===== config.mk =====
export PLATFORM = sky130hd
export DESIGN_NAME = dsp_div
export DESIGN_NICKNAME = d
export VERILOG_FILES = /design/src/rtl/dsp_div.sv
export SDC_FILE = /design/constraint.sdc
export NUM_CORES = 1
export LEC_CHECK = 0
export CORE_MARGIN = 5
export CORE_UTILIZATION = 30
export CTS_BUF_LIST = sky130_fd_sc_hd__clkbuf_16
export CTS_CLUSTER_SIZE = 10
export DETAILED_ROUTE_END_ITERATION = 10
export GPL_ROUTABILITY_DRIVEN = 0
export REMOVE_ABC_BUFFERS = 1
export SLEW_MARGIN = 5
export SYNTH_ARGS = -nofsm -noshare
export SYNTH_HDL_FRONTEND = slang
export SYNTH_SLANG_ARGS = --single-unit

===== constraint.sdc =====
create_clock -name clk -period 4.31 [get_ports clk]
set_input_delay 1.0775 -clock clk [delete_from_list [all_inputs] [get_ports clk]]
set_output_delay 1.0775 -clock clk [all_outputs]
set_load 0.005 [all_outputs]

===== src/rtl/dsp_div.sv =====
// dsp_div: iterative radix-2 restoring divider for RV32M DIV/DIVU/REM/REMU.
// One quotient bit per cycle. Divide-by-zero and signed overflow bypass the
// iteration loop. The result is registered and announced by a one-cycle done.
//
// Ports:
//   clk, rst_n     rising-edge clock, asynchronous active-low reset
//   start          request, sampled only while idle
//   op             00=DIV 01=DIVU 10=REM 11=REMU
//   left_operand   dividend
//   right_operand  divisor
//   busy           high from the cycle after acceptance through the done cycle
//   done           one-cycle pulse, div_res valid
//   div_res        quotient or remainder, held until the next done
module dsp_div #(
  parameter int WIDTH = 32,
  parameter int CNT_W = 6
) (
  input  logic             clk,
  input  logic             rst_n,
  input  logic             start,
  input  logic [1:0]       op,
  input  logic [WIDTH-1:0] left_operand,
  input  logic [WIDTH-1:0] right_operand,
  output logic             busy,
  output logic             done,
  output logic [WIDTH-1:0] div_res
);

  localparam logic [1:0] S_IDLE = 2'd0;
  localparam logic [1:0] S_CALC = 2'd1;
  localparam logic [1:0] S_FIX  = 2'd2;
  localparam logic [1:0] S_DONE = 2'd3;

  localparam logic [WIDTH-1:0] MIN_NEG  = {1'b1, {(WIDTH-1){1'b0}}};
  localparam logic [WIDTH-1:0] ALL_ONES = {WIDTH{1'b1}};
  localparam logic [CNT_W-1:0] LAST_IT  = CNT_W'(WIDTH-1);

  logic [1:0]       state_q, state_d;
  logic [CNT_W-1:0] cnt_q;
  logic             fix_ph_q;     // FIX runs two steps: negate, then select/register
  logic [WIDTH-1:0] quo_q, rem_q, dvs_q, res_q;
  logic             neg_quo_q, neg_rem_q, sel_rem_q;

  // Operand conditioning at acceptance
  logic             signed_op, a_neg, b_neg, div0, ovf;
  logic [WIDTH-1:0] a_abs, b_abs;

  assign signed_op = ~op[0];
  assign a_neg     = signed_op & left_operand[WIDTH-1];
  assign b_neg     = signed_op & right_operand[WIDTH-1];
  assign a_abs     = a_neg ? (~left_operand + 1'b1)  : left_operand;
  assign b_abs     = b_neg ? (~right_operand + 1'b1) : right_operand;
  assign div0      = (right_operand == '0);
  assign ovf       = signed_op & (left_operand == MIN_NEG) & (right_operand == ALL_ONES);

  // Restoring step. The shifted partial remainder can reach WIDTH+1 bits, so
  // the trial subtraction carries one extra bit to hold the sign.
  logic [WIDTH:0]   rem_sh;
  logic [WIDTH+1:0] trial;
  logic             trial_ok;

  assign rem_sh   = {rem_q, quo_q[WIDTH-1]};
  assign trial    = {1'b0, rem_sh} - {2'b00, dvs_q};
  assign trial_ok = ~trial[WIDTH+1];

  always_comb begin
    state_d = state_q;
    case (state_q)
      S_IDLE: if (start) state_d = (div0 | ovf) ? S_FIX : S_CALC;
      S_CALC: if (cnt_q == LAST_IT) state_d = S_FIX;
      S_FIX:  if (fix_ph_q) state_d = S_DONE;
      default: state_d = S_IDLE;
    endcase
  end

  always_ff @(posedge clk or negedge rst_n) begin
    if (!rst_n) begin
      state_q   <= S_IDLE;
      cnt_q     <= '0;
      fix_ph_q  <= 1'b0;
      quo_q     <= '0;
      rem_q     <= '0;
      dvs_q     <= '0;
      res_q     <= '0;
      neg_quo_q <= 1'b0;
      neg_rem_q <= 1'b0;
      sel_rem_q <= 1'b0;
    end else begin
      state_q <= state_d;
      case (state_q)
        S_IDLE: if (start) begin
          cnt_q     <= '0;
          fix_ph_q  <= 1'b0;
          sel_rem_q <= op[1];
          dvs_q     <= b_abs;
          if (div0) begin
            quo_q     <= ALL_ONES;
            rem_q     <= left_operand;
            neg_quo_q <= 1'b0;
            neg_rem_q <= 1'b0;
          end else if (ovf) begin
            quo_q     <= MIN_NEG;
            rem_q     <= '0;
            neg_quo_q <= 1'b0;
            neg_rem_q <= 1'b0;
          end else begin
            quo_q     <= a_abs;     // dividend shifts out of quo as quotient shifts in
            rem_q     <= '0;
            neg_quo_q <= a_neg ^ b_neg;
            neg_rem_q <= a_neg;
          end
        end
        S_CALC: begin
          cnt_q <= cnt_q + 1'b1;
          quo_q <= {quo_q[WIDTH-2:0], trial_ok};
          rem_q <= trial_ok ? trial[WIDTH-1:0] : rem_sh[WIDTH-1:0];
        end
        S_FIX: begin
          fix_ph_q <= 1'b1;
          if (!fix_ph_q) begin
            if (neg_quo_q) quo_q <= ~quo_q + 1'b1;
            if (neg_rem_q) rem_q <= ~rem_q + 1'b1;
          end else begin
            res_q <= sel_rem_q ? rem_q : quo_q;
          end
        end
        default: ;
      endcase
    end
  end

  assign busy    = (state_q != S_IDLE);
  assign done    = (state_q == S_DONE);
  assign div_res = res_q;

endmodule

==> impl_metrics.env <==
export IMPL_status="complete, no violations"
export IMPL_cp_end_kind="register"
export IMPL_maxSlewViolCount=0
export IMPL_viasPerCell=5.45
export IMPL_grt_pass1_vias=10800
export IMPL_hpwlAfterDp_mm=29.5
export IMPL_path_class="input port to register"
export IMPL_min_path_type="register to register"
export IMPL_power_density_mw_per_mm2=871
export IMPL_ios=103
export IMPL_fp_dieH_um=206
export IMPL_overflow=0
export IMPL_rsz0062_at_grt="no"
export IMPL_timing_final_crit_share=0.894
export IMPL_syn_inst=1470
export IMPL_r2r_start="rem_q[5]"
export IMPL_switchingPower_mw=5.92
export IMPL_ff2ff_path_depth=10
export IMPL_fin_ws_ps=456
export IMPL_ys_types=77
export IMPL_fmax_mhz=260
export IMPL_die_w_um=206
export IMPL_hold_depth=2
export IMPL_drc=0
export IMPL_hold_path_endpoint="dvs_q[23]"
export IMPL_cts_resized_gates=0
export IMPL_power_mw=12.2
export IMPL_cts_max_level=4
export IMPL_combPwrFrac=0.636
export IMPL_drt_iter0_drc=1272
export IMPL_skew_ps=12.9
export IMPL_fin_cells=2093
export IMPL_hold_viol=0
export IMPL_peakVddDrop_mv=0.417
export IMPL_fin_nets=1674
export IMPL_crit_fanout=14
export IMPL_hold_start="dvs_q[23]"
export IMPL_ys_warn_count=0
export IMPL_slew_headroom=0.297
export IMPL_synth_area_per_cell_sq_um=7.87
export IMPL_crit_path_start="right_operand[0]"
export IMPL_final_cell_mix="151 x nand2_1, 148 x nor2_1, 147 x a21oi_1"
export IMPL_final_common_cell="nand2_1"
export IMPL_grt_max_degree=80
export IMPL_clkLatencyLatePin_ps=440
export IMPL_wl_per_cell_um=18.5
export IMPL_drt_first_pass_iters=7
export IMPL_worstPathArrival_ps=4180
export IMPL_clockBufferDepth=2
export IMPL_synth_top_area_cell="dfrtp_1"
export IMPL_synthToLayoutAreaGrowth_pct=20.9
export IMPL_drv_cap=0
export IMPL_synthArstFlopShare=1.00
export IMPL_cts_hold_buffers=0
export IMPL_reg2reg_to="rem_q[22]"
export IMPL_dp_cells=2061
export IMPL_switching_share=0.485
export IMPL_core_area_sq_mm=0.0384
export IMPL_power_leakage_nw=5.63
export IMPL_place_ws_ps=7.45
export IMPL_synth_edf_count=0
export IMPL_netlist_area_sq_mm=0.0116
export IMPL_antenna_found_initial=1
export IMPL_grt_pass1_wl_mm=61.1
export IMPL_rows=72
export IMPL_track_usage=0.180
export IMPL_postRouteAntennaNets=0
export IMPL_critical_path_startpoint_type="input port"
export IMPL_drive_gt1_frac=0.0877
export IMPL_die_area_sq_mm=0.0426
export IMPL_cts_sinks=140
export IMPL_port_buffers=102
export IMPL_clkTransAtPathRegs_ps=60
export IMPL_seq_power_share=0.232
export IMPL_finalSetupViolCount=0
export IMPL_fin_crit_ps=3850
export IMPL_max_slew_worst_pin_slew_ps=1050
export IMPL_synth_top_flop_cell="dfrtp_1"
export IMPL_finalWirelength_mm=38.7
export IMPL_ys_ff_latch=140
export IMPL_p_int_mw=6.27
export IMPL_yosysSeqAreaShare=0.303
export IMPL_yosys_top_cells_area="dfrtp_1 30%, a21oi_1 6.4%, nand2_1 4.9%"
export IMPL_num_vias=11400
export IMPL_synth_top_area_share=0.303
export IMPL_reg2reg_slack_ps=570
export IMPL_cts_root_buf="clkbuf_16"
export IMPL_cts_tree="done"
export IMPL_clkPwrFrac=0.132
export IMPL_whs_ps=478
export IMPL_cts_setup_buffers=0
export IMPL_cp_required_ps=4640
export IMPL_initial_utilization=0.302
export IMPL_cts_buffers=17
state kept, by name (all words and copies together) (netlist names):
signal and count:
neg_quo_q 1, rem_q 32, div_res 32, neg_rem_q 1, fix_ph_q 1, sel_rem_q 1, dvs_q 32, state_q 2
cnt_q 6, quo_q 32
cells by family (layout without fill, tap and decap cells):
kind of cell,count (synthesis),after routing,synth area share
and+or+nand+nor,526,526,0.223
muxes,54,54,0.0486
DFF,140,140,0.303
AOI/OAI and AO/OA,442,442,0.242
other,0,1,0
xor gates and xnor gates,113,113,0.0855
buffers and inverters,152,256,0.0510
adders and majority gates,43,43,0.0471
worst max-delay path: stages:
cell	delay (ps)
clkdlybuf4s50_1	420
inv_1	90
ha_1	190
or4b_2	690
nor4_4	310
and2_1	200
nor4b_4	320
buf_4	270
a21oi_1	100
or2_0	210
o311ai_0	310
area by class of cell:
cell class	count	area [sq um]
clock inverter	14	194
sequential	140	3500
tap	518	648
antenna	1	2.50
clock buffer	17	425
multi-input combinational	1178	7510
fill	4055	24400
timing repair buffer	163	1480
inverter	62	233
worst max path at each step:
stage	endpoint	slack, ps	cells past startpoint
floorplan	rem_q[10]	-530	9
global placement	rem_q[23]	100	11
detailed placement	rem_q[23]	7	11
CTS	rem_q[23]	460	11
global route	rem_q[23]	280	11
finish	rem_q[23]	460	11
metrics by stage:
stage | cell area [sq um] | TNS, ps | utilization
global placement | 13400 | 0 | 0.349
CTS | 14000 | 0 | 0.365
floorplan | 11200 | -19520 | -
detailed placement | 13400 | 0 | 0.349
finish | 14000 | 0 | 0.365
global route | 14000 | 0 | 0.365
power groups by stage:
| stage | registers [mW] | logic [mW] | clock network [mW] |
|---|---|---|---|
| after floorplan | 2.58 | 5.38 | 0 |
| after CTS | 2.80 | 7.73 | 1.63 |
| after global routing | 2.93 | 8.64 | 1.68 |
| final | 2.83 | 7.75 | 1.61 |
| after global placement | 2.80 | 7.56 | 0 |
| after detailed placement | 2.82 | 7.68 | 0 |
per-layer routing:
metal,global-route usage,up-vias,share of wire
li1,-,5548,-
met1,0.255,5370,0.46
met2,0.280,426,0.45
met3,0.0286,57,0.068
met4,0.0554,0,0.024
met5,0,-,0
cell usage after synthesis (11+ instances only):
library cell / instances
xnor2_1: 64
a21oi_1: 147
a21o_1: 14
nand3_1: 31
nor3_1: 52
or4_1: 12
a31oi_1: 16
o31ai_1: 20
a221oi_1: 21
dfrtp_1: 140
nand4_1: 19
mux2i_1: 36
a211oi_1: 11
o41ai_1: 11
nand2_1: 152
mux2_2: 18
nor4_1: 14
nor2_1: 149
inv_1: 62
o21ai_0: 112
nand2b_1: 14
clkbuf_1: 77
xor2_1: 49
o21a_1: 12
or3_1: 20
ha_1: 42
Note: power is estimated with default switching activity, not from simulation.
